**src/rtl/matrix_reader.sv**
```systemverilog
// rtl/matrix_reader.sv - big-endian byte stream to indexed 32-bit matrix elements
// Optional feature macro: MATRIX_READER_CHECKSUM_EN (adds checksum[31:0], XOR of accepted elements).
// Elements arrive as 4 bytes MSB first, row-major, n x n; each one is presented
// with its (i, j) index on a valid/ready handshake toward the matrix buffer.
module matrix_reader #(
   parameter int n     = 8,
   parameter int n_len = $clog2(n)
) (
   input  logic             clk,
   input  logic             rst_n,
   input  logic             start,
   input  logic [7:0]       byte_in,
   input  logic             byte_valid,
   output logic             byte_ready,
   output logic [31:0]      value,
   output logic             value_valid,
   input  logic             value_ready,
   output logic [n_len:0]   i,
   output logic [n_len:0]   j,
   output logic             busy,
   output logic             done
`ifdef MATRIX_READER_CHECKSUM_EN
   ,
   output logic [31:0]      checksum
`endif
);

   typedef enum logic [1:0] {
      IDLE     = 2'd0,
      ASSEMBLE = 2'd1,
      EMIT     = 2'd2,
      DONE     = 2'd3
   } state_t;

   localparam logic [n_len:0] last_idx = (n_len + 1)'(n - 1);
   localparam logic [n_len:0] zero_idx = '0;
   localparam logic [n_len:0] one_idx  = (n_len + 1)'(1);

   state_t           state_q, state_d;
   logic [1:0]       cnt_q, cnt_d;
   logic [31:0]      value_q, value_d;
   logic             value_valid_q, value_valid_d;
   logic             byte_ready_q, byte_ready_d;
   logic [n_len:0]   i_q, i_d;
   logic [n_len:0]   j_q, j_d;
   logic             busy_q, busy_d;
   logic             done_q, done_d;
`ifdef MATRIX_READER_CHECKSUM_EN
   logic [31:0]      checksum_q, checksum_d;
`endif

   logic byte_take;
   logic elem_take;
   logic start_take;

   assign byte_take  = byte_valid & byte_ready_q;
   assign elem_take  = value_valid_q & value_ready;
   // start only matters when no load is running; it is ignored in ASSEMBLE/EMIT
   assign start_take = start & ((state_q == IDLE) | (state_q == DONE));

   // Next-state and next-output computation for the load sequencer
   always_comb begin
      state_d       = state_q;
      cnt_d         = cnt_q;
      value_d       = value_q;
      value_valid_d = value_valid_q;
      byte_ready_d  = byte_ready_q;
      i_d           = i_q;
      j_d           = j_q;
      busy_d        = busy_q;
      done_d        = done_q;

      case (state_q)
         IDLE, DONE: begin
            if (start_take) begin
               state_d       = ASSEMBLE;
               cnt_d         = 2'd0;
               value_valid_d = 1'b0;
               byte_ready_d  = 1'b1;
               i_d           = zero_idx;
               j_d           = zero_idx;
               busy_d        = 1'b1;
               done_d        = 1'b0;
            end
         end

         ASSEMBLE: begin
            if (byte_take) begin
               // byte k of the element lands in value[31-8k -: 8]
               case (cnt_q)
                  2'd0:    value_d[31:24] = byte_in;
                  2'd1:    value_d[23:16] = byte_in;
                  2'd2:    value_d[15:8]  = byte_in;
                  default: value_d[7:0]   = byte_in;
               endcase
               cnt_d = cnt_q + 2'd1;
               if (cnt_q == 2'd3) begin
                  state_d       = EMIT;
                  byte_ready_d  = 1'b0;
                  value_valid_d = 1'b1;
               end
            end
         end

         EMIT: begin
            if (elem_take) begin
               value_valid_d = 1'b0;
               cnt_d         = 2'd0;
               if (j_q != last_idx) begin
                  j_d          = j_q + one_idx;
                  state_d      = ASSEMBLE;
                  byte_ready_d = 1'b1;
               end else if (i_q != last_idx) begin
                  j_d          = zero_idx;
                  i_d          = i_q + one_idx;
                  state_d      = ASSEMBLE;
                  byte_ready_d = 1'b1;
               end else begin
                  // last element delivered; i and j stay at n-1
                  state_d      = DONE;
                  byte_ready_d = 1'b0;
                  busy_d       = 1'b0;
                  done_d       = 1'b1;
               end
            end
         end

         default: begin
            state_d = IDLE;
         end
      endcase
   end

`ifdef MATRIX_READER_CHECKSUM_EN
   // Running XOR over every element handed downstream, restarted with each load
   always_comb begin
      checksum_d = checksum_q;
      if (start_take) begin
         checksum_d = 32'd0;
      end else if (elem_take) begin
         checksum_d = checksum_q ^ value_q;
      end
   end
`endif

   // State and output registers with synchronous active-low reset
   always_ff @(posedge clk) begin
      if (!rst_n) begin
         state_q       <= IDLE;
         cnt_q         <= 2'd0;
         value_q       <= 32'd0;
         value_valid_q <= 1'b0;
         byte_ready_q  <= 1'b0;
         i_q           <= zero_idx;
         j_q           <= zero_idx;
         busy_q        <= 1'b0;
         done_q        <= 1'b0;
`ifdef MATRIX_READER_CHECKSUM_EN
         checksum_q    <= 32'd0;
`endif
      end else begin
         state_q       <= state_d;
         cnt_q         <= cnt_d;
         value_q       <= value_d;
         value_valid_q <= value_valid_d;
         byte_ready_q  <= byte_ready_d;
         i_q           <= i_d;
         j_q           <= j_d;
         busy_q        <= busy_d;
         done_q        <= done_d;
`ifdef MATRIX_READER_CHECKSUM_EN
         checksum_q    <= checksum_d;
`endif
      end
   end

   assign byte_ready  = byte_ready_q;
   assign value       = value_q;
   assign value_valid = value_valid_q;
   assign i           = i_q;
   assign j           = j_q;
   assign busy        = busy_q;
   assign done        = done_q;
`ifdef MATRIX_READER_CHECKSUM_EN
   assign checksum    = checksum_q;
`endif

endmodule

```
**config.mk**
```make
export PLATFORM = sky130hd
export DESIGN_NAME = matrix_reader
export DESIGN_NICKNAME = d
export VERILOG_FILES = /design/src/rtl/matrix_reader.sv
export SDC_FILE = /design/constraint.sdc
export NUM_CORES = 1
export LEC_CHECK = 0
export ABC_AREA = 1
export CAP_MARGIN = 10
export CORE_MARGIN = 3
export CORE_UTILIZATION = 46
export DETAILED_ROUTE_END_ITERATION = 10
export PLACE_DENSITY = 0.76
export SYNTH_ARGS = -nofsm -noshare
export SYNTH_HDL_FRONTEND = slang
export SYNTH_SLANG_ARGS = --single-unit
```
**constraint.sdc**
```tcl
create_clock -name clk -period 3.7 [get_ports clk]
set_clock_uncertainty 0.1 [all_clocks]
set_input_delay 0.555 -clock clk [delete_from_list [all_inputs] [get_ports clk]]
set_output_delay 0.555 -clock clk [all_outputs]
set_load 0.005 [all_outputs]
```
==> reports/metrics.cfg, run 1 <==
[outcome]
outcome=complete, no violations

[power_and_ir_drop]
p_sw_uw=626.9
power.share.combinational_pct=40.1
internal-power_mw=1.059
powerDensity_mw_per_mm2=589.6
clkPwrFrac_pct=22.1
switching_share_pct=37.17
peakVddDrop_mv=0.3998
power_mw=1.686
leakagePower_nw=1.153
seqPwrFrac_pct=37.8

[critical_path]
startpoint_type=input port
critical_path.slowest_cell=clkdlybuf4s50_1
critPathTopFamily=buffers and inverters
path_cells=clkdlybuf4s50_1 > inv_1 > a21oi_1
worst-path-max-fanout=34
cpPeakStageDelay_ns=1.11
endpoint_kind=register
critical_path_class=in -> reg
critical_path_required_ns=3.83
crit_arrival_ns=2.17
cp_num_buf_inv=2
rr_worst_depth=9
cp.depth=3

[yosys]
syn-num-nets=310
synth.avg_cell_area_um2=7.477
synth.area.top_cells=dfxtp_1 45%, nor2_1 14%, o21ai_0 8.6%, nand2_1 6.1%, ha_1 5.8%
synthAdderAreaFrac_pct=5.831
synth_seq_cells=48
postSynthCellCount=287
synth-xor-area-share_pct=0
syn_area_mm2=0.002146
ys_seq_area_share_pct=44.78
synth_top_family_by_area=simple AND/OR/NAND/NOR gates
synth_simple_gate_area_share_pct=31.14
synthMuxAreaShare_pct=0
ys_warn_count=0
yosys.area.top_type_share_pct=44.78
synth_top_cell_by_area=dfxtp_1
yosysUniqueCellTypes=24
synth_compound_area_share_pct=12.54

[cells_and_area]
nets=369
most-common-layout-cells=79 x nor2_1, 56 x clkdlybuf4s50_1, 48 x dfxtp_1
multi_input_area_mm2=0.001062
area_delta_synth_final_pct=33.29
seqCellArea_um2=960.9
drive_gt1_share_pct=9.510
final_common_cell=nor2_1
fillers=403
finish.instance_area_mm2=0.002860
n_antenna_cell=0

[drt]
dr.first_iter.drc_count=129
drt-total-wl_um=4814
wl_per_cell_um=12.07
drcViolationCount=0
dr.pass1.iters=4
avgViaCountPerCell=4.857
antenna_left=0
vias=1938

[timing]
slew_headroom_pct=35.08
finalCriticalPeriod_ns=2.039
worst_pin_slew_ns=0.9708
finalCritPeriodShare_pct=55.11
setup_violations=0
hold_viol_final=0
drv_slew=0
max_freq_mhz=490.4
rsz0062_at_grt=no
fin_tns_setup_ns=0

[die]
ios=57
rows=24
core-area_mm2=0.004444
dieArea_mm2=0.005520
die_y_um=74.30
die_x_um=74.30
start_util_pct=48.28

[clocking]
h-tree-depth=2
cts.sinks=48
hold_buffers=0
clkTransAtPathRegs_ns=0.08
post_cts_resized=0
cts_max_path_buffers=2
clk_latency_ns=0.30
cts_buffers=5
cts_tree=done
cts_root_buf=clkbuf_8
post_cts_buffers=0

[global_routing]
grt_max_degree=35
grt_antenna_before_repair=0
grt_usage_pct=18.82
first_global_vias=1800
globalRoute.totalOverflow=0
grt_pass1_wl_um=8031

[placed_design]
portBuffers=56
place.gp.congestion=0.7820
dpl-instance-area_mm2=0.002749
detailedPlacementHpwl_um=3567

[hold_path]
whs_path_depth=2
hp-class=reg -> reg

[run]
drv_cap=0

==> area by class of cell <==
cell class,count,area share [%]
Multi-Input combinational cell,210,37.14
Sequential cell,48,33.60
Timing Repair Buffer,57,19.86
Inverter,24,3.237
Clock buffer,5,2.406
Tap cell,52,2.275
Clock inverter,3,1.487
==> worst register-to-register path, stage by stage, from the launching register on <==
cell and delay, ns:
dfxtp_1 0.34, inv_1 0.07, ha_1 0.54, inv_2 0.19, nand2_2 0.11, nand3_1 0.13
a21oi_1 0.24, nand2_1 0.09, nand2_1 0.07, nor2_1 0.04
==> power by group through the flow <==
stage,Sequential (mW),Clock (mW),Combinational [mW]
finish,0.638,0.373,0.676
global route,0.650,0.409,0.758
CTS,0.638,0.379,0.681
detailed placement,0.650,0,0.674
global placement,0.647,0,0.655
floorplan,0.645,0,0.472
==> synth_stat cells <==
library cell / number
inv_2: 5
nand2_2: 8
nand3_2: 1
clkbuf_1: 3
nand3_1: 12
inv_1: 18
nor3b_1: 1
nand2_8: 1
buf_6: 1
a21oi_1: 12
o21ai_1: 3
nand2_1: 35
nand3_4: 1
nor2_8: 1
nand4_1: 3
dfxtp_1: 48
nor2_4: 1
a21oi_2: 1
inv_4: 1
nor2_2: 4
buf_4: 1
o21ai_0: 37
nor2_1: 79
ha_1: 10
==> flip-flops by register name, summed over array words and instances, names as in the netlist <==
signal / count
state_q: 2
value_valid: 1
value: 32
j: 4
byte_ready: 1
done: 1
i: 4
busy: 1
cnt_q: 2
==> through the flow <==
stage | utilization [%] | hold WS [ns] | std cells | setup slack (ns)
CTS | 64.36 | 0.3837 | 399 | 1.679
global route | 64.36 | 0.4010 | 399 | 1.528
detailed placement | 61.85 | 0.3707 | 391 | 1.368
finish | 64.36 | 0.3814 | 399 | 1.661
floorplan | - | 0.3566 | 287 | 2.196
global placement | 61.85 | 0.3605 | 391 | 1.426
==> worst paths after layout <==
kind                      startpoint                 to  slack [ns]
max reg2reg  state_q[0]$_SDFFE_PN0P_  j[1]$_SDFFE_PN0P_        1.68
min reg2reg        busy$_SDFFE_PN0P_  busy$_SDFFE_PN0P_        0.38
min                busy$_SDFFE_PN0P_  busy$_SDFFE_PN0P_        0.38
max                            rst_n  done$_SDFFE_PN0P_        1.66
==> logic make-up (layout without fill, tap and decap cells) <==
kind of cell | Yosys count | count (layout)
adder cells (fa/ha/maj) | 10 | 10
flip-flops | 48 | 48
buffers and inverters | 29 | 89
AND/OR/NAND/NOR | 147 | 147
AO/OA/AOI/OAI | 53 | 53
==> metal layers <==
layer,global-route usage (%),share of wire (%)
met4,4.743,0.98
met1,25.80,51
met3,5.000,3.7
met5,0,0
met2,29.72,45
No activity file was read; power rests on OpenSTA's default activity.
==> run 2, diff against run 1 <==
--- a/config.mk
+++ b/config.mk
@@ -8,9 +8,9 @@
 export ABC_AREA = 1
 export CAP_MARGIN = 10
 export CORE_MARGIN = 3
-export CORE_UTILIZATION = 46
+export CORE_UTILIZATION = 43
 export DETAILED_ROUTE_END_ITERATION = 10
-export PLACE_DENSITY = 0.76
+export PLACE_DENSITY = 0.75
 export SYNTH_ARGS = -nofsm -noshare
 export SYNTH_HDL_FRONTEND = slang
 export SYNTH_SLANG_ARGS = --single-unit
==> constraint.sdc (replaced) <==
create_clock -name clk -period 1.7 [get_ports clk]
set_clock_uncertainty 0.1 [all_clocks]
set_input_delay 0.255 -clock clk [delete_from_list [all_inputs] [get_ports clk]]
set_output_delay 0.255 -clock clk [all_outputs]
set_load 0.005 [all_outputs]
==> reports/metrics.cfg, run 2 (synthesized netlist as in run 1, its figures left out) <==
[critical_path]
critical_path_class=reg -> out  ; was in -> reg
worst-path-max-fanout=6  ; was 34
endpoint_kind=output port  ; was register
critPathTopFamily=buffers and inverters  ; unchanged
critical_path.slowest_cell=clkdlybuf4s50_1  ; unchanged
path_cells=clkdlybuf4s50_1  ; was clkdlybuf4s50_1 > inv_1 > a21oi_1
cpPeakStageDelay_ns=0.54  ; was 1.11 ns
startpoint_type=register  ; was input port
critical_path_required_ns=1.34  ; was 3.83 ns
crit_arrival_ns=1.28  ; was 2.17 ns
cp_num_buf_inv=1  ; was 2

[cells_and_area]
most-common-layout-cells=79 x nor2_1, 56 x clkdlybuf4s50_1, 46 x dfxtp_1  ; was 79 x nor2_1, 56 x clkdlybuf4s50_1, 48 x dfxtp_1
final_common_cell=nor2_1  ; unchanged
n_antenna_cell=0  ; unchanged
finish.instance_area_mm2=0.002944  ; was 0.002860 mm^2
nets=372  ; was 369
largest_reg_flops=32  ; unchanged
layout.cells.non_filler=417  ; was 399
drive_gt1_share_pct=11.71  ; was 9.510%
area_delta_synth_final_pct=37.20  ; was 33.29%

[timing]
hold_viol_final=0  ; unchanged
setup_violations=0  ; unchanged
max_freq_mhz=613.2
drv_slew=0  ; unchanged
rsz0062_at_grt=yes  ; was no
fin_tns_setup_ns=0  ; unchanged
worst_pin_slew_ns=0.2706  ; was 0.9708 ns
finalCritPeriodShare_pct=95.93
setup_slack_ns=0.06924  ; was 1.661 ns
slew_headroom_pct=81.84  ; was 35.08%
finalCriticalPeriod_ns=1.631

[die]
die_y_um=76.64  ; was 74.30 um
die_x_um=76.64  ; was 74.30 um
ios=57  ; unchanged
dieArea_mm2=0.005874  ; was 0.005520 mm^2
core-area_mm2=0.004786  ; was 0.004444 mm^2
rows=25  ; was 24
start_util_pct=44.84  ; was 48.28%

[placed_design]
dpl-instance-area_mm2=0.002803  ; was 0.002749 mm^2
dp_cells=409  ; was 391
detailedPlacementHpwl_um=3614  ; was 3567 um
portBuffers=56  ; unchanged
dpl_worst_slack_ns=-0.003558  ; was 1.368 ns
place.gp.congestion=0.7972  ; was 0.7820

[drt]
dr.first_iter.drc_count=101  ; was 129
wl_met1_um=2360  ; was 2436 um
antenna_left=0  ; unchanged
vias=1995  ; was 1938
met3_length_um=240  ; was 177 um
top_layer_used=met4  ; unchanged
drt-total-wl_um=5004  ; was 4814 um
drcViolationCount=0  ; unchanged
avgViaCountPerCell=4.784  ; was 4.857
wl_per_cell_um=12.00  ; was 12.07 um
dr.pass1.iters=4  ; unchanged
wl_met2_um=2353  ; was 2153 um

[clocking]
cts_tree=done  ; unchanged
cts_buffers=5  ; unchanged
cts_max_path_buffers=2  ; unchanged
clk_latency_ns=0.30  ; about the same
post_cts_buffers=0  ; unchanged
hold_buffers=0  ; unchanged
h-tree-depth=2  ; unchanged
clkTransAtPathRegs_ns=0.09  ; was 0.08 ns
cts.sinks=48  ; unchanged
cts_root_buf=clkbuf_8  ; unchanged

[outcome]
outcome=complete, no violations  ; unchanged

[power_and_ir_drop]
leakagePower_nw=1.176  ; was 1.153 nW
powerDensity_mw_per_mm2=1300  ; was 589.6 mW/mm^2
peakVddDrop_mv=0.7739  ; was 0.3998 mV

[hold_path]
hp-class=reg -> reg  ; unchanged

[global_routing]
grt_pass1_wl_um=8466  ; was 8031 um
grt_max_degree=44  ; was 35
grt_usage_pct=17.72  ; was 18.82%
first_global_vias=1846  ; was 1800
globalRoute.totalOverflow=0  ; unchanged
grt_antenna_before_repair=0  ; unchanged

[run]
drv_cap=0  ; unchanged

## run 2: report_power, final
group	switching, mW	leakage, nW	internal (mW)
Combinational	0.898	0.732	0.686
Clock	0.406	0.0548	0.443
Sequential	0.128	0.390	1.27
## run 2: path summary, 6_finish.rpt
check	cells past startpoint	slack (ns)	to	start
max	1	0.07	j[2]	j[2]$_SDFFE_PN0P_
min	2	0.37	busy$_SDFFE_PN0P_	busy$_SDFFE_PN0P_
max reg2reg	8	0.09	value[9]$_SDFFE_PN0P_	state_q[1]$_SDFFE_PN0P_
min reg2reg	2	0.37	busy$_SDFFE_PN0P_	busy$_SDFFE_PN0P_
## run 2: repair_timing
| action | CTS | global route |
|---|---|---|
| setup endpoints to repair | 0 | 13 |
| resized for setup | 0 | 6 |
| hold endpoints to repair | 0 | 0 |
## run 2: area by class of cell
cell class,instances,area [um^2]
Clock inverter,3,46.29
Fill cell,451,1842
Tap cell,67,83.83
Timing Repair Buffer,60,603.1
Inverter,24,92.59
Multi-Input combinational cell,210,1086
Sequential cell,48,963.4
Clock buffer,5,68.82
## run 2: metrics by stage
step | hold WS [ns] | total power [mW] | util (%)
floorplan | 0.2899 | 2.431 | -
global placement | 0.3530 | 2.856 | 58.56
detailed placement | 0.3550 | 2.917 | 58.56
CTS | 0.3695 | 3.766 | 60.97
global route | 0.3869 | 4.131 | 61.52
finish | 0.3665 | 3.828 | 61.52
## run 2: routing by layer
metal / vias up / GRT usage (%)
li1: 1047 / -
met1: 900 / 24.17
met2: 43 / 27.77
met3: 5 / 4.492
met4: 0 / 4.891
met5: - / 0
==> run 3, diff against run 2 <==
--- a/config.mk
+++ b/config.mk
@@ -7,10 +7,12 @@
 export LEC_CHECK = 0
 export ABC_AREA = 1
 export CAP_MARGIN = 10
+export CELL_PAD_IN_SITES_DETAIL_PLACEMENT = 0
+export CELL_PAD_IN_SITES_GLOBAL_PLACEMENT = 2
 export CORE_MARGIN = 3
-export CORE_UTILIZATION = 43
+export CORE_UTILIZATION = 24
 export DETAILED_ROUTE_END_ITERATION = 10
-export PLACE_DENSITY = 0.75
+export PLACE_DENSITY_LB_ADDON = 0.1
 export SYNTH_ARGS = -nofsm -noshare
 export SYNTH_HDL_FRONTEND = slang
 export SYNTH_SLANG_ARGS = --single-unit
==> reports/metrics.cfg, run 3 (synthesized netlist as in run 1, its figures left out) <==
[outcome]
outcome=complete, no violations  ; unchanged

[cells_and_area]
multi_input_area_mm2=0.001082  ; was 0.001086 mm^2
seqCellArea_um2=967.2  ; was 963.4 um^2
n_antenna_cell=0  ; unchanged
most-common-layout-cells=79 x nor2_1, 56 x clkdlybuf4s50_1, 43 x dfxtp_1  ; was 79 x nor2_1, 56 x clkdlybuf4s50_1, 46 x dfxtp_1
drive_gt1_share_pct=13.03  ; was 11.71%
fillers=917  ; was 451
largest_reg_flops=32  ; unchanged
nets=375  ; was 372
final_common_cell=nor2_1  ; unchanged
area_delta_synth_final_pct=40.87  ; was 37.20%

[power_and_ir_drop]
peakVddDrop_mv=0.4464  ; was 0.7739 mV
powerDensity_mw_per_mm2=1290  ; was 1300 mW/mm^2
power_mw=3.901  ; was 3.828 mW
leakagePower_nw=1.214  ; was 1.176 nW

[clocking]
cts.sinks=48  ; unchanged
cts_root_buf=clkbuf_8  ; unchanged
cts_buffers=5  ; unchanged
cts_tree=done  ; unchanged
h-tree-depth=2  ; unchanged
clkTransAtPathRegs_ns=0.10  ; was 0.09 ns
clk_latency_ns=0.30  ; about the same
hold_buffers=0  ; unchanged
cts_max_path_buffers=2  ; unchanged

[die]
die_x_um=100.6  ; was 76.64 um
rows=33  ; was 25
core-area_mm2=0.008464  ; was 0.004786 mm^2
die_y_um=100.6  ; was 76.64 um
start_util_pct=25.35  ; was 44.84%
ios=57  ; unchanged
dieArea_mm2=0.01011  ; was 0.005874 mm^2

[drt]
drcViolationCount=0  ; unchanged
dr.pass1.iters=4  ; unchanged
avgViaCountPerCell=4.319  ; was 4.784
wl_per_cell_um=12.97  ; was 12.00 um
dr.first_iter.drc_count=27  ; was 101
antenna_left=0  ; unchanged
vias=1978  ; was 1995
drt-total-wl_um=5939  ; was 5004 um

[global_routing]
grt_max_degree=44  ; unchanged
grt_antenna_before_repair=0  ; unchanged
first_global_vias=1949  ; was 1846
grt_usage_pct=12.39  ; was 17.72%
globalRoute.totalOverflow=0  ; unchanged
grt_pass1_wl_um=9846  ; was 8466 um

[timing]
slew_headroom_pct=81.99  ; was 81.84%
rsz0062_at_grt=yes  ; unchanged
setup_violations=0  ; unchanged
worst_pin_slew_ns=0.2683  ; was 0.2706 ns
finalCritPeriodShare_pct=95.90  ; was 95.93%
hold_viol_final=0  ; unchanged
max_freq_mhz=613.4  ; was 613.2 MHz
setup_slack_ns=0.06970  ; was 0.06924 ns
drv_slew=0  ; unchanged
finalCriticalPeriod_ns=1.630  ; was 1.631 ns

[critical_path]
cp_num_buf_inv=1  ; unchanged
crit_arrival_ns=1.28  ; about the same
critPathTopFamily=buffers and inverters  ; unchanged
worst-path-max-fanout=6  ; unchanged
critical_path_required_ns=1.34  ; about the same
path_cells=clkdlybuf4s50_1  ; unchanged
cpPeakStageDelay_ns=0.54  ; about the same
critical_path_class=reg -> out  ; unchanged
startpoint_type=register  ; unchanged
critical_path.slowest_cell=clkdlybuf4s50_1  ; unchanged
endpoint_kind=output port  ; unchanged

[placed_design]
dpl_worst_slack_ns=0.02225  ; was -0.003558 ns
portBuffers=56  ; unchanged
detailedPlacementHpwl_um=4272  ; was 3614 um
place.gp.congestion=0.7293  ; was 0.7972

[hold_path]
hp-class=reg -> reg  ; unchanged

[run]
drv_cap=0  ; unchanged

## run 3: changes by cell type in the layout (fill, tap and decap cells not counted), moves of 2 or more
| cell | delta |
|---|---|
| dfxtp_1 | -3 |
| nand2_4 | +2 |
| nand2_2 | -2 |
| buf_4 | +3 |
| dfxtp_2 | +3 |
## run 3: worst paths after layout
| check | cells past startpoint | start | end | slack (ns) |
|---|---|---|---|---|
| worst max-delay path | 1 | j[2]$_SDFFE_PN0P_ | j[2] | 0.07 |
| worst min-delay path | 2 | busy$_SDFFE_PN0P_ | busy$_SDFFE_PN0P_ | 0.37 |
| worst max register to register | 9 | state_q[0]$_SDFFE_PN0P_ | i[0]$_SDFFE_PN0P_ | 0.12 |
| worst min register to register | 2 | busy$_SDFFE_PN0P_ | busy$_SDFFE_PN0P_ | 0.37 |
## run 3: routing by layer
layer / vias up / share of wire (%) / GRT usage (%)
li1: 1049 / - / -
met1: 886 / 51 / 17.74
met2: 36 / 43 / 17.94
met3: 7 / 4.7 / 3.322
met4: 0 / 1.3 / 4.041
met5: - / 0 / 0
## run 3: power by group
group | total, mW | switching, mW | internal [mW]
Clock | 0.904 | 0.422 | 0.482
Combinational | 1.62 | 0.929 | 0.695
Sequential | 1.37 | 0.100 | 1.27
## run 3: layout make-up
type	count	share of cell area, %
inverter	24	3.146
sequential	48	32.00
timing repair buffer	63	20.70
multi-input combinational	210	35.80
clock inverter	2	1.283
clock buffer	6	2.732
tap	105	4.346
## run 3: repair_timing
action / CTS / global route
cloned: 0 / 0
buffers inserted: 0 / 0
resized for setup: 1 / 10
pin swaps: 0 / 2
endpoints found under the hold margin: 0 / 0
setup endpoints to repair: 1 / 21
## run 3: worst min-delay path: cells and delay by family (launching register included)
family	cells	cell delay, ns
compound gates	1	0.05
flops	1	0.32
simple gates	1	0.06
## run 3: metrics by stage
stage          cells  util (%)  hold slack, ns  TNS [ns]  area [um^2]
6_report         458     35.71          0.3673         0         3023
5_1_grt          458     35.71          0.4049   -0.1290         3023
4_1_cts          458     35.39          0.3788         0         2995
3_5_place_dp     450     33.94          0.3638         0         2873
3_3_place_gp     450     33.94          0.3506         0         2873
2_1_floorplan    287         -          0.2899         0         2146
